--- src/rtl/dac_ctrl_pkg.sv ---
// Shared types and constants for the DAC121S101-style serial transmitter.
// The frame layout helper keeps the packing rule in one place.
package dac_ctrl_pkg;

  typedef enum logic [1:0] {
    IDLE  = 2'd0,
    SHIFT = 2'd1,
    GAP   = 2'd2,
    DONE  = 2'd3
  } state_t;

  localparam int FRAME_W = 16;
  localparam int DATA_W  = 12;
  localparam int BIT_W   = 4;

  localparam logic [1:0] PD_NORMAL = 2'b00;
  localparam logic [1:0] PD_1K     = 2'b01;
  localparam logic [1:0] PD_100K   = 2'b10;
  localparam logic [1:0] PD_HIZ    = 2'b11;

  // Two don't-care bits, then the power-down bits, then the 12-bit code.
  function automatic logic [FRAME_W-1:0] make_frame(
    input logic [1:0]        mode,
    input logic [DATA_W-1:0] code
  );
    return {2'b00, mode, code};
  endfunction

endpackage

--- src/rtl/dac_sclk_gen.sv ---
// Half-period tick generator for the DAC serial clock.
// Counts CLK_DIV input cycles while enabled and pulses o_tick on the last one.
module dac_sclk_gen #(
  parameter int CLK_DIV = 2
) (
  input  logic clk_in,
  input  logic rst_n,
  input  logic i_en,
  input  logic i_clr,
  output logic o_tick
);

  localparam int CNT_W = (CLK_DIV > 1) ? $clog2(CLK_DIV) : 1;

  logic [CNT_W-1:0] r_cnt;
  logic             w_last;

  assign w_last = (r_cnt == CNT_W'(CLK_DIV - 1));
  assign o_tick = i_en && w_last;

  always_ff @(posedge clk_in or negedge rst_n) begin
    if (!rst_n) begin
      r_cnt <= '0;
    end else if (i_clr || !i_en || w_last) begin
      r_cnt <= '0;
    end else begin
      r_cnt <= r_cnt + 1'b1;
    end
  end

endmodule

--- src/rtl/dac_ctrl.sv ---
// Serial transmitter for a 12-bit SPI-style DAC: one 16-bit MSB-first frame per
// rising edge of ctrl, followed by a sync-high gap and a one-cycle done pulse.
module dac_ctrl
  import dac_ctrl_pkg::*;
#(
  parameter int CLK_DIV   = 2,
  parameter int SYNC_HIGH = 4
) (
  input  logic              clk_in,
  input  logic              rst_n,
  input  logic              ctrl,
  input  logic [DATA_W-1:0] data,
  input  logic [1:0]        mode,
  output logic              sync,
  output logic              sclk,
  output logic              din,
  output logic              busy,
  output logic              done,
  output logic [1:0]        dbg_state
);

  // Request protocol: a request is a 0->1 transition of ctrl seen while IDLE.
  // busy rises the cycle after the request and stays high until the cycle
  // in which done pulses; requests arriving while busy are dropped.

  localparam int GAP_W = (SYNC_HIGH > 1) ? $clog2(SYNC_HIGH) : 1;

  state_t             r_state, w_state_nxt;
  logic               r_ctrl_q;
  logic               r_sync, w_sync_nxt;
  logic               r_sclk, w_sclk_nxt;
  logic               r_din, w_din_nxt;
  logic               r_busy, w_busy_nxt;
  logic               r_done, w_done_nxt;
  logic [FRAME_W-1:0] r_shift, w_shift_nxt;
  logic [BIT_W-1:0]   r_bit, w_bit_nxt;
  logic [GAP_W-1:0]   r_gap, w_gap_nxt;
  logic [FRAME_W-1:0] w_frame;
  logic               w_start;
  logic               w_tick;
  logic               w_shifting;

  assign w_frame    = make_frame(mode, data);
  assign w_start    = ctrl && !r_ctrl_q && (r_state == IDLE);
  assign w_shifting = (r_state == SHIFT);

  dac_sclk_gen #(
    .CLK_DIV(CLK_DIV)
  ) u_sclk_gen (
    .clk_in(clk_in),
    .rst_n (rst_n),
    .i_en  (w_shifting),
    .i_clr (!w_shifting),
    .o_tick(w_tick)
  );

  always_comb begin
    w_state_nxt = r_state;
    w_sync_nxt  = r_sync;
    w_sclk_nxt  = r_sclk;
    w_din_nxt   = r_din;
    w_busy_nxt  = r_busy;
    w_done_nxt  = 1'b0;
    w_shift_nxt = r_shift;
    w_bit_nxt   = r_bit;
    w_gap_nxt   = r_gap;

    case (r_state)
      IDLE: begin
        if (w_start) begin
          w_state_nxt = SHIFT;
          w_sync_nxt  = 1'b0;
          w_sclk_nxt  = 1'b1;
          w_din_nxt   = w_frame[FRAME_W-1];
          w_shift_nxt = w_frame;
          w_bit_nxt   = '0;
          w_busy_nxt  = 1'b1;
        end
      end

      SHIFT: begin
        if (w_tick) begin
          if (r_sclk) begin
            // Falling edge: the DAC samples din here.
            w_sclk_nxt = 1'b0;
          end else if (r_bit == BIT_W'(FRAME_W - 1)) begin
            // Closing rising edge after the last falling edge ends the frame.
            w_sclk_nxt  = 1'b1;
            w_sync_nxt  = 1'b1;
            w_din_nxt   = 1'b0;
            w_gap_nxt   = '0;
            w_state_nxt = GAP;
          end else begin
            w_sclk_nxt  = 1'b1;
            w_bit_nxt   = r_bit + 1'b1;
            w_din_nxt   = r_shift[FRAME_W-2];
            w_shift_nxt = {r_shift[FRAME_W-2:0], 1'b0};
          end
        end
      end

      GAP: begin
        if (r_gap == GAP_W'(SYNC_HIGH - 1)) begin
          w_state_nxt = DONE;
          w_done_nxt  = 1'b1;
          w_busy_nxt  = 1'b0;
        end else begin
          w_gap_nxt = r_gap + 1'b1;
        end
      end

      DONE: begin
        w_state_nxt = IDLE;
      end

      default: begin
        w_state_nxt = IDLE;
      end
    endcase
  end

  always_ff @(posedge clk_in or negedge rst_n) begin
    if (!rst_n) begin
      r_state  <= IDLE;
      r_ctrl_q <= 1'b0;
      r_sync   <= 1'b1;
      r_sclk   <= 1'b1;
      r_din    <= 1'b0;
      r_busy   <= 1'b0;
      r_done   <= 1'b0;
      r_shift  <= '0;
      r_bit    <= '0;
      r_gap    <= '0;
    end else begin
      r_state  <= w_state_nxt;
      r_ctrl_q <= ctrl;
      r_sync   <= w_sync_nxt;
      r_sclk   <= w_sclk_nxt;
      r_din    <= w_din_nxt;
      r_busy   <= w_busy_nxt;
      r_done   <= w_done_nxt;
      r_shift  <= w_shift_nxt;
      r_bit    <= w_bit_nxt;
      r_gap    <= w_gap_nxt;
    end
  end

  assign sync      = r_sync;
  assign sclk      = r_sclk;
  assign din       = r_din;
  assign busy      = r_busy;
  assign done      = r_done;
  assign dbg_state = r_state;

endmodule
--- config.mk ---
export PLATFORM = sky130hd
export DESIGN_NAME = dac_ctrl
export DESIGN_NICKNAME = d
export VERILOG_FILES = /design/src/rtl/dac_ctrl_pkg.sv /design/src/rtl/dac_sclk_gen.sv /design/src/rtl/dac_ctrl.sv
export SDC_FILE = /design/constraint.sdc
export NUM_CORES = 1
export LEC_CHECK = 0
export ABC_CLOCK_PERIOD_IN_PS = 2200
export CORE_MARGIN = 2
export CORE_UTILIZATION = 54
export CTS_CLUSTER_DIAMETER = 100
export DETAILED_ROUTE_END_ITERATION = 7
export GPL_TIMING_DRIVEN = 0
export HOLD_SLACK_MARGIN = 0.06
export PLACE_DENSITY = 0.79
export SLEW_MARGIN = 20
export SYNTH_ARGS = -nofsm -noshare
export SYNTH_HDL_FRONTEND = slang
export SYNTH_HIERARCHICAL = 1
export SYNTH_SLANG_ARGS = --single-unit
--- constraint.sdc ---
create_clock -name clk_in -period 2.2 [get_ports clk_in]
set_input_delay 0.33 -clock clk_in [delete_from_list [all_inputs] [get_ports clk_in]]
set_output_delay 0.33 -clock clk_in [all_outputs]
set_load 0.02 [all_outputs]
==> results of run 1 <==
[power by group through the flow]
stage	logic [mW]	registers (mW)	clock network, mW
floorplan	1.10	1.02	0
global placement	1.42	0.990	0
detailed placement	1.48	1.01	0
CTS	1.49	1.01	0.355
global route	1.61	1.03	0.373
finish	1.48	1.01	0.350
[worst paths after layout]
path | startpoint | end | slack, ps | depth (start not counted)
max in group asynchronous | rst_n | r_shift[5] | 1220 | 2
worst min register to register | u_sclk_gen/r_cnt | u_sclk_gen/r_cnt | 450 | 1
worst max register to register | dbg_state[1] | r_shift[5] | 100 | 8
min in group asynchronous | rst_n | dbg_state[0] | 540 | 2
worst min-delay path | u_sclk_gen/r_cnt | u_sclk_gen/r_cnt | 450 | 1
worst max-delay path | dbg_state[1] | r_shift[5] | 100 | 8
[per-layer routing]
layer,GRT usage,up-vias,routed length (microns)
li1,-,579,-
met5,0,-,0
met3,0.0533,8,147
met1,0.258,588,1460
met4,0.121,0,70
met2,0.317,27,1610
[cells in the mapped netlist (2+ instances only)]
library cell,instances,area share
nand2_1,12,0.026
dfrtp_1,28,0.41
buf_6,2,0.013
and3_1,2,0.0073
dfstp_2,2,0.031
nand3_4,2,0.020
mux2_2,19,0.12
ha_1,6,0.044
mux2i_1,3,0.017
nand3_1,6,0.017
clkbuf_1,2,0.0044
mux2_4,9,0.079
o2bb2ai_1,2,0.010
o21ai_0,5,0.015
nand2b_1,2,0.0073
inv_1,3,0.0066
o2111ai_1,2,0.010
a21oi_1,6,0.017
nor2_1,4,0.0087
[flip-flops by register name, indices dropped and copies added (netlist names)]
register	cells
done	1
r_gap	2
r_ctrl_q	1
sync	1
r_bit	4
u_sclk_gen/r_cnt	1
busy	1
r_shift	15
dbg_state	2
sclk	1
din	1
[final cells by class]
type / instances / area [sq um] / area share
multi-input cells: 102 / 895 / 0.433
flip-flops and latches: 30 / 753 / 0.364
repair buffers: 24 / 235 / 0.114
clock buffers: 7 / 55.1 / 0.0266
plain buffers: 6 / 55.1 / 0.0266
well taps: 44 / 55.1 / 0.0266
inverters: 4 / 15.0 / 0.00726
clock inverters: 1 / 5.00 / 0.00242
[logic make-up (layout without fill, tap and decap cells)]
logic type               Yosys count  in the layout  share of synthesized area
AO/OA/AOI/OAI                     26             26                      0.110
adder cells (fa/ha/maj)            6              6                     0.0437
buffers and inverters             10             42                     0.0408
flip-flops                        30             30                      0.438
multiplexers                      31             31                      0.221
AND/OR/NAND/NOR                   39             39                      0.146
[through the flow]
stage,worst slack [ps],hold WS (ps),cells
global placement,167,429,209
global route,20.5,489,218
detailed placement,134,400,209
floorplan,189,34.4,142
CTS,102,455,218
finish,96.2,448,218
[repair_timing]
item,in CTS,in global routing
hold endpoints to repair,28,0
setup endpoints to repair,0,0
hold buffers,1,0
[cells in the final DEF (no fill, tap or decap), drive strengths merged, types with 2 or more instances in the layout]
| cell type | synthesis | final |
|---|---|---|
| and2 | 3 | 3 |
| mux2 | 28 | 28 |
| dfstp | 2 | 2 |
| a21oi | 6 | 6 |
| nand2 | 12 | 12 |
| inv | 4 | 4 |
| nand2b | 3 | 3 |
| clkbuf | 2 | 9 |
| nor2 | 4 | 4 |
| and3 | 2 | 2 |
| o2bb2ai | 2 | 2 |
| buf | 4 | 5 |
| dfrtp | 28 | 28 |
| clkdlybuf4s50 | 0 | 22 |
| o21ai | 6 | 6 |
| nor2b | 2 | 2 |
| nand3 | 8 | 8 |
| o2111ai | 2 | 2 |
| ha | 6 | 6 |
| mux2i | 3 | 3 |
==> flow_summary.toml, run 1 <==
[outcome]
outcome = "finished, final reports clean"

[yosys]
synth_area_sq_mm = 0.00172
synth-async-reset-ratio = 1.00
synthCells = 142
syn_nets = 165
synth_cell_types = 44
synth-edff-count = 0
synth.ff_latch_count = 30
synth-warning-count = 6
ys_seq_area_frac = 0.438
synthFlopType = "dfrtp_1"
avgSynthCellArea_sq_um = 12.1

[pwr]
ir_drop_mv = 0.695
sw_frac_of_total = 0.372
p_per_area_mw_per_mm2 = 1370
fin_total_pwr_mw = 2.83
p_seq_frac = 0.355
comb_power_share = 0.522
p_int_mw = 1.78
power.switching_mw = 1.05
clkPwrFrac = 0.124
p_leak_nw = 0.893

[die]
core_sq_mm = 0.00303
ios = 24
die_y_microns = 60.4
die_area_sq_mm = 0.00365
initial_utilization = 0.567
rows = 20
die_x_microns = 60.4

[clocking]
clock_latency_ps = 340
clock-root-buffer = "clkbuf_4"
clkTransAtPathRegs_ps = 100
cts_tree = "built"
cts.htree.levels = 2
cts_resized = 0
cts.sinks = 30
cts_buffers = 5
cts_setup_buffers = 0
ctsLongestPathBuffers = 2

[global_route]
grt_pass1_wl_mm = 5.28
grt_usage = 0.204
antenna_found_initial = 0
grt_overflow = 0
grt_max_degree = 31
grt_pass1_vias = 1175

[critical_path]
cp-start-kind = "flip-flop"
worstPathMaxFanout = 10
critPathKind = "reg -> reg"
critPathMaxStageDelay_ps = 420
slowest_stage = "dfrtp_1"
arrival_ps = 2330
path_cells = "inv_1 -> ha_1 -> and2_2 -> nor2b_4 -> nand3_4 -> a21o_4 -> buf_12 -> mux2_4"
required_ps = 2430
path_buf_inv = 2
critPathCaptureType = "flip-flop"
path_delay_family = "simple AND/OR/NAND/NOR gates"

[route]
drcViolationCount = 0
wl_per_cell_microns = 15.1
wl_mm = 3.29
drtPass1Iterations = 4
ant_nets = 0
viasPerCell = 5.51
drt_iter0_drc = 63
num_vias = 1202

[place]
hpwlAfterDp_mm = 2.45
place_area_sq_mm = 0.00200
gp_congestion = 0.796
place.port_buffers = 23

[finish]
design_area_sq_mm = 0.00207
drive_gt1_frac = 0.322
antenna_cells = 0
final_nets = 196
fillerInstances = 237
fin_util = 0.683
area_growth_pct = 20.4

[sta]
fin_crit_sh = 0.956
worst_slew_pin_slew_ps = 661
fmax_ghz = 0.475
fin_skew_ps = 9.06
drv_slew = 0
maxSlewHeadroom = 0.559
finalSetupTns_ps = 0
period_needed_ps = 2100
rsz0062_at_grt = "no"
hold_violations = 0
finalSetupViolations = 0

[worst_hold_path]
min_path_type = "reg -> reg"

[flow_run]
maxCapViolations = 0
(Power assumes the default switching activity.)
==> run 2, diff against run 1 <==
--- a/config.mk
+++ b/config.mk
@@ -7,13 +7,14 @@
 export LEC_CHECK = 0
 export ABC_CLOCK_PERIOD_IN_PS = 2200
 export CORE_MARGIN = 2
-export CORE_UTILIZATION = 54
+export CORE_UTILIZATION = 56
+export CTS_BUF_LIST = sky130_fd_sc_hd__clkbuf_4 sky130_fd_sc_hd__clkbuf_8
 export CTS_CLUSTER_DIAMETER = 100
 export DETAILED_ROUTE_END_ITERATION = 7
 export GPL_TIMING_DRIVEN = 0
 export HOLD_SLACK_MARGIN = 0.06
-export PLACE_DENSITY = 0.79
-export SLEW_MARGIN = 20
+export PLACE_DENSITY = 0.81
+export SLEW_MARGIN = 40
 export SYNTH_ARGS = -nofsm -noshare
 export SYNTH_HDL_FRONTEND = slang
 export SYNTH_HIERARCHICAL = 1
==> run 2 against run 1 <==
Compared with the run above: sequential power barely moved; critical endpoint is now r_shift[6]; clock skew rose by 1.2 ps; fmax fell by 0.54%; register-to-register slack barely moved.
==> flow_summary.toml, run 2 (synthesis gave the netlist of run 1 again) <==
[outcome]
outcome = "finished, final reports clean"

[critical_path]
path_depth = 8
r2r-start = "dbg_state[1]"
cp-start-kind = "flip-flop"
timing.rr.end = "r_shift[6]"
path_cells = "inv_1 -> ha_1 -> and2_2 -> nor2b_4 -> nand3_4 -> a21o_4 -> buf_12 -> mux2_4"
path_delay_family = "simple AND/OR/NAND/NOR gates"
required_ps = 2430
worstPathMaxFanout = 10
startpoint = "dbg_state[1]"
critPathKind = "reg -> reg"
r2r_slack_ps = 80
critPathMaxStageDelay_ps = 420
ff2ff_path_depth = 8
endpoint = "r_shift[6]"
arrival_ps = 2340
critPathCaptureType = "flip-flop"
path_buf_inv = 2
slowest_stage = "dfrtp_1"

[finish]
fin_util = 0.695
fin_cells = 209
design_area_sq_mm = 0.00207
antenna_cells = 0
top_register = "r_shift"
largest_reg_flops = 15
mostFrequentLayoutCell = "dfrtp_1"
drive_gt1_frac = 0.341
area_growth_pct = 20.5
final_nets = 199
largest_registers = "r_shift: 15 flops, r_bit: 4 flops"
layout_common_cells = "28 x dfrtp_1, 22 x clkdlybuf4s50_1, 19 x mux2_2, 12 x nand2_1, 9 x mux2_4"

[route]
num_vias = 1246
ant_nets = 0
wl_per_cell_microns = 16.9
drtPass1Iterations = 4
drt_iter0_drc = 43
viasPerCell = 5.96
drcViolationCount = 0
wl_mm = 3.54

[die]
die_x_microns = 59.4
rows = 20
die_area_sq_mm = 0.00353
ios = 24
initial_utilization = 0.577
die_y_microns = 59.4
core_sq_mm = 0.00298

[place]
dp_slack_ps = 69.4
gp_congestion = 0.787
hpwlAfterDp_mm = 2.62
place.port_buffers = 23
place_area_sq_mm = 0.00198
dp.cells = 198

[pwr]
fin_total_pwr_mw = 2.85
p_per_area_mw_per_mm2 = 1380
ir_drop_mv = 0.833
p_leak_nw = 0.910

[sta]
period_needed_ps = 2120
finalSetupTns_ps = 0
finalWorstSetupSlack_ps = 84.7
maxSlewHeadroom = 0.557
fin_skew_ps = 10.3
finalSetupViolations = 0
fin_crit_sh = 0.961
worst_slew_pin_slew_ps = 665
hold_violations = 0
hold_slack_ps = 457
fmax_ghz = 0.473
drv_slew = 0

[global_route]
grt_pass1_vias = 1301
grt_overflow = 0
antenna_found_initial = 0
grt_max_degree = 31
grt_usage = 0.225
grt_pass1_wl_mm = 5.82

[clocking]
clock-root-buffer = "clkbuf_4"
ctsLongestPathBuffers = 2
clkTransAtPathRegs_ps = 90
clock_latency_ps = 340
cts_tree = "built"
cts.sinks = 30
cts.htree.levels = 2
cts_buffers = 5

[worst_hold_path]
min_path_type = "reg -> reg"

[flow_run]
maxCapViolations = 0
==> run 2: cell count changes in the layout (fill, tap and decap cells not counted) <==
cell,previous run,this run
clkbuf_2,0,1
clkinv_2,1,0
clkbuf_4,5,7
clkbuf_8,1,0
buf_4,0,3
clkbuf_1,3,1
==> run 2: final cells by class <==
class,count,area [sq um]
Inverter,4,15.0
Fill cell,224,907
Buffer,6,56.3
Multi-Input combinational cell,102,895
Clock buffer,7,52.6
Sequential cell,30,753
Tap cell,33,41.3
Timing Repair Buffer,27,258
==> run 2: timing repair <==
item | CTS | global route
hold buffers | 1 | 0
resized for setup | 0 | 2
hold endpoints to repair | 28 | 0
buffers inserted | 0 | 3
setup endpoints to repair | 0 | 11
==> run 2: how the worst min path moves through the flow <==
stage	startpoint	end	slack, ps	depth (start not counted)
final	u_sclk_gen/r_cnt	u_sclk_gen/r_cnt	460	1
after global routing	u_sclk_gen/r_cnt	u_sclk_gen/r_cnt	460	1
after CTS	u_sclk_gen/r_cnt	u_sclk_gen/r_cnt	450	1
after detailed placement	rst_n	u_sclk_gen/r_cnt	390	1
after global placement	u_sclk_gen/r_cnt	u_sclk_gen/r_cnt	430	1
after floorplan	rst_n	busy	30	0
==> run 2: per-layer routing <==
metal	track usage	share of wire	wire length, microns
met1	0.283	0.44	1550
met4	0.0877	0.018	62
met3	0.0459	0.040	141
met5	0	0	0
met2	0.377	0.50	1780
==> run 2: report_power, final <==
group / leakage, nW / internal [mW] / switching, mW
sequential: 0.358 / 0.815 / 0.195
combinational: 0.519 / 0.814 / 0.692
clock: 0.0322 / 0.145 / 0.187
==> run 2: worst register-to-register path, delay by kind of cell, from the launching register on <==
family | cells | cell delay (ps)
AND/OR/NAND/NOR | 3 | 520
AO/OA/AOI/OAI | 1 | 260
flip-flops | 1 | 420
buffers and inverters | 2 | 290
multiplexers | 1 | 300
adder cells (fa/ha/maj) | 1 | 210
==> run 3, diff against run 2 <==
--- a/config.mk
+++ b/config.mk
@@ -6,6 +6,7 @@
 export NUM_CORES = 1
 export LEC_CHECK = 0
 export ABC_CLOCK_PERIOD_IN_PS = 2200
+export CAP_MARGIN = 10
 export CORE_MARGIN = 2
 export CORE_UTILIZATION = 56
 export CTS_BUF_LIST = sky130_fd_sc_hd__clkbuf_4 sky130_fd_sc_hd__clkbuf_8
==> results of run 3 <==
No change in the layout: final DEF, timing and power equal those of run 2.
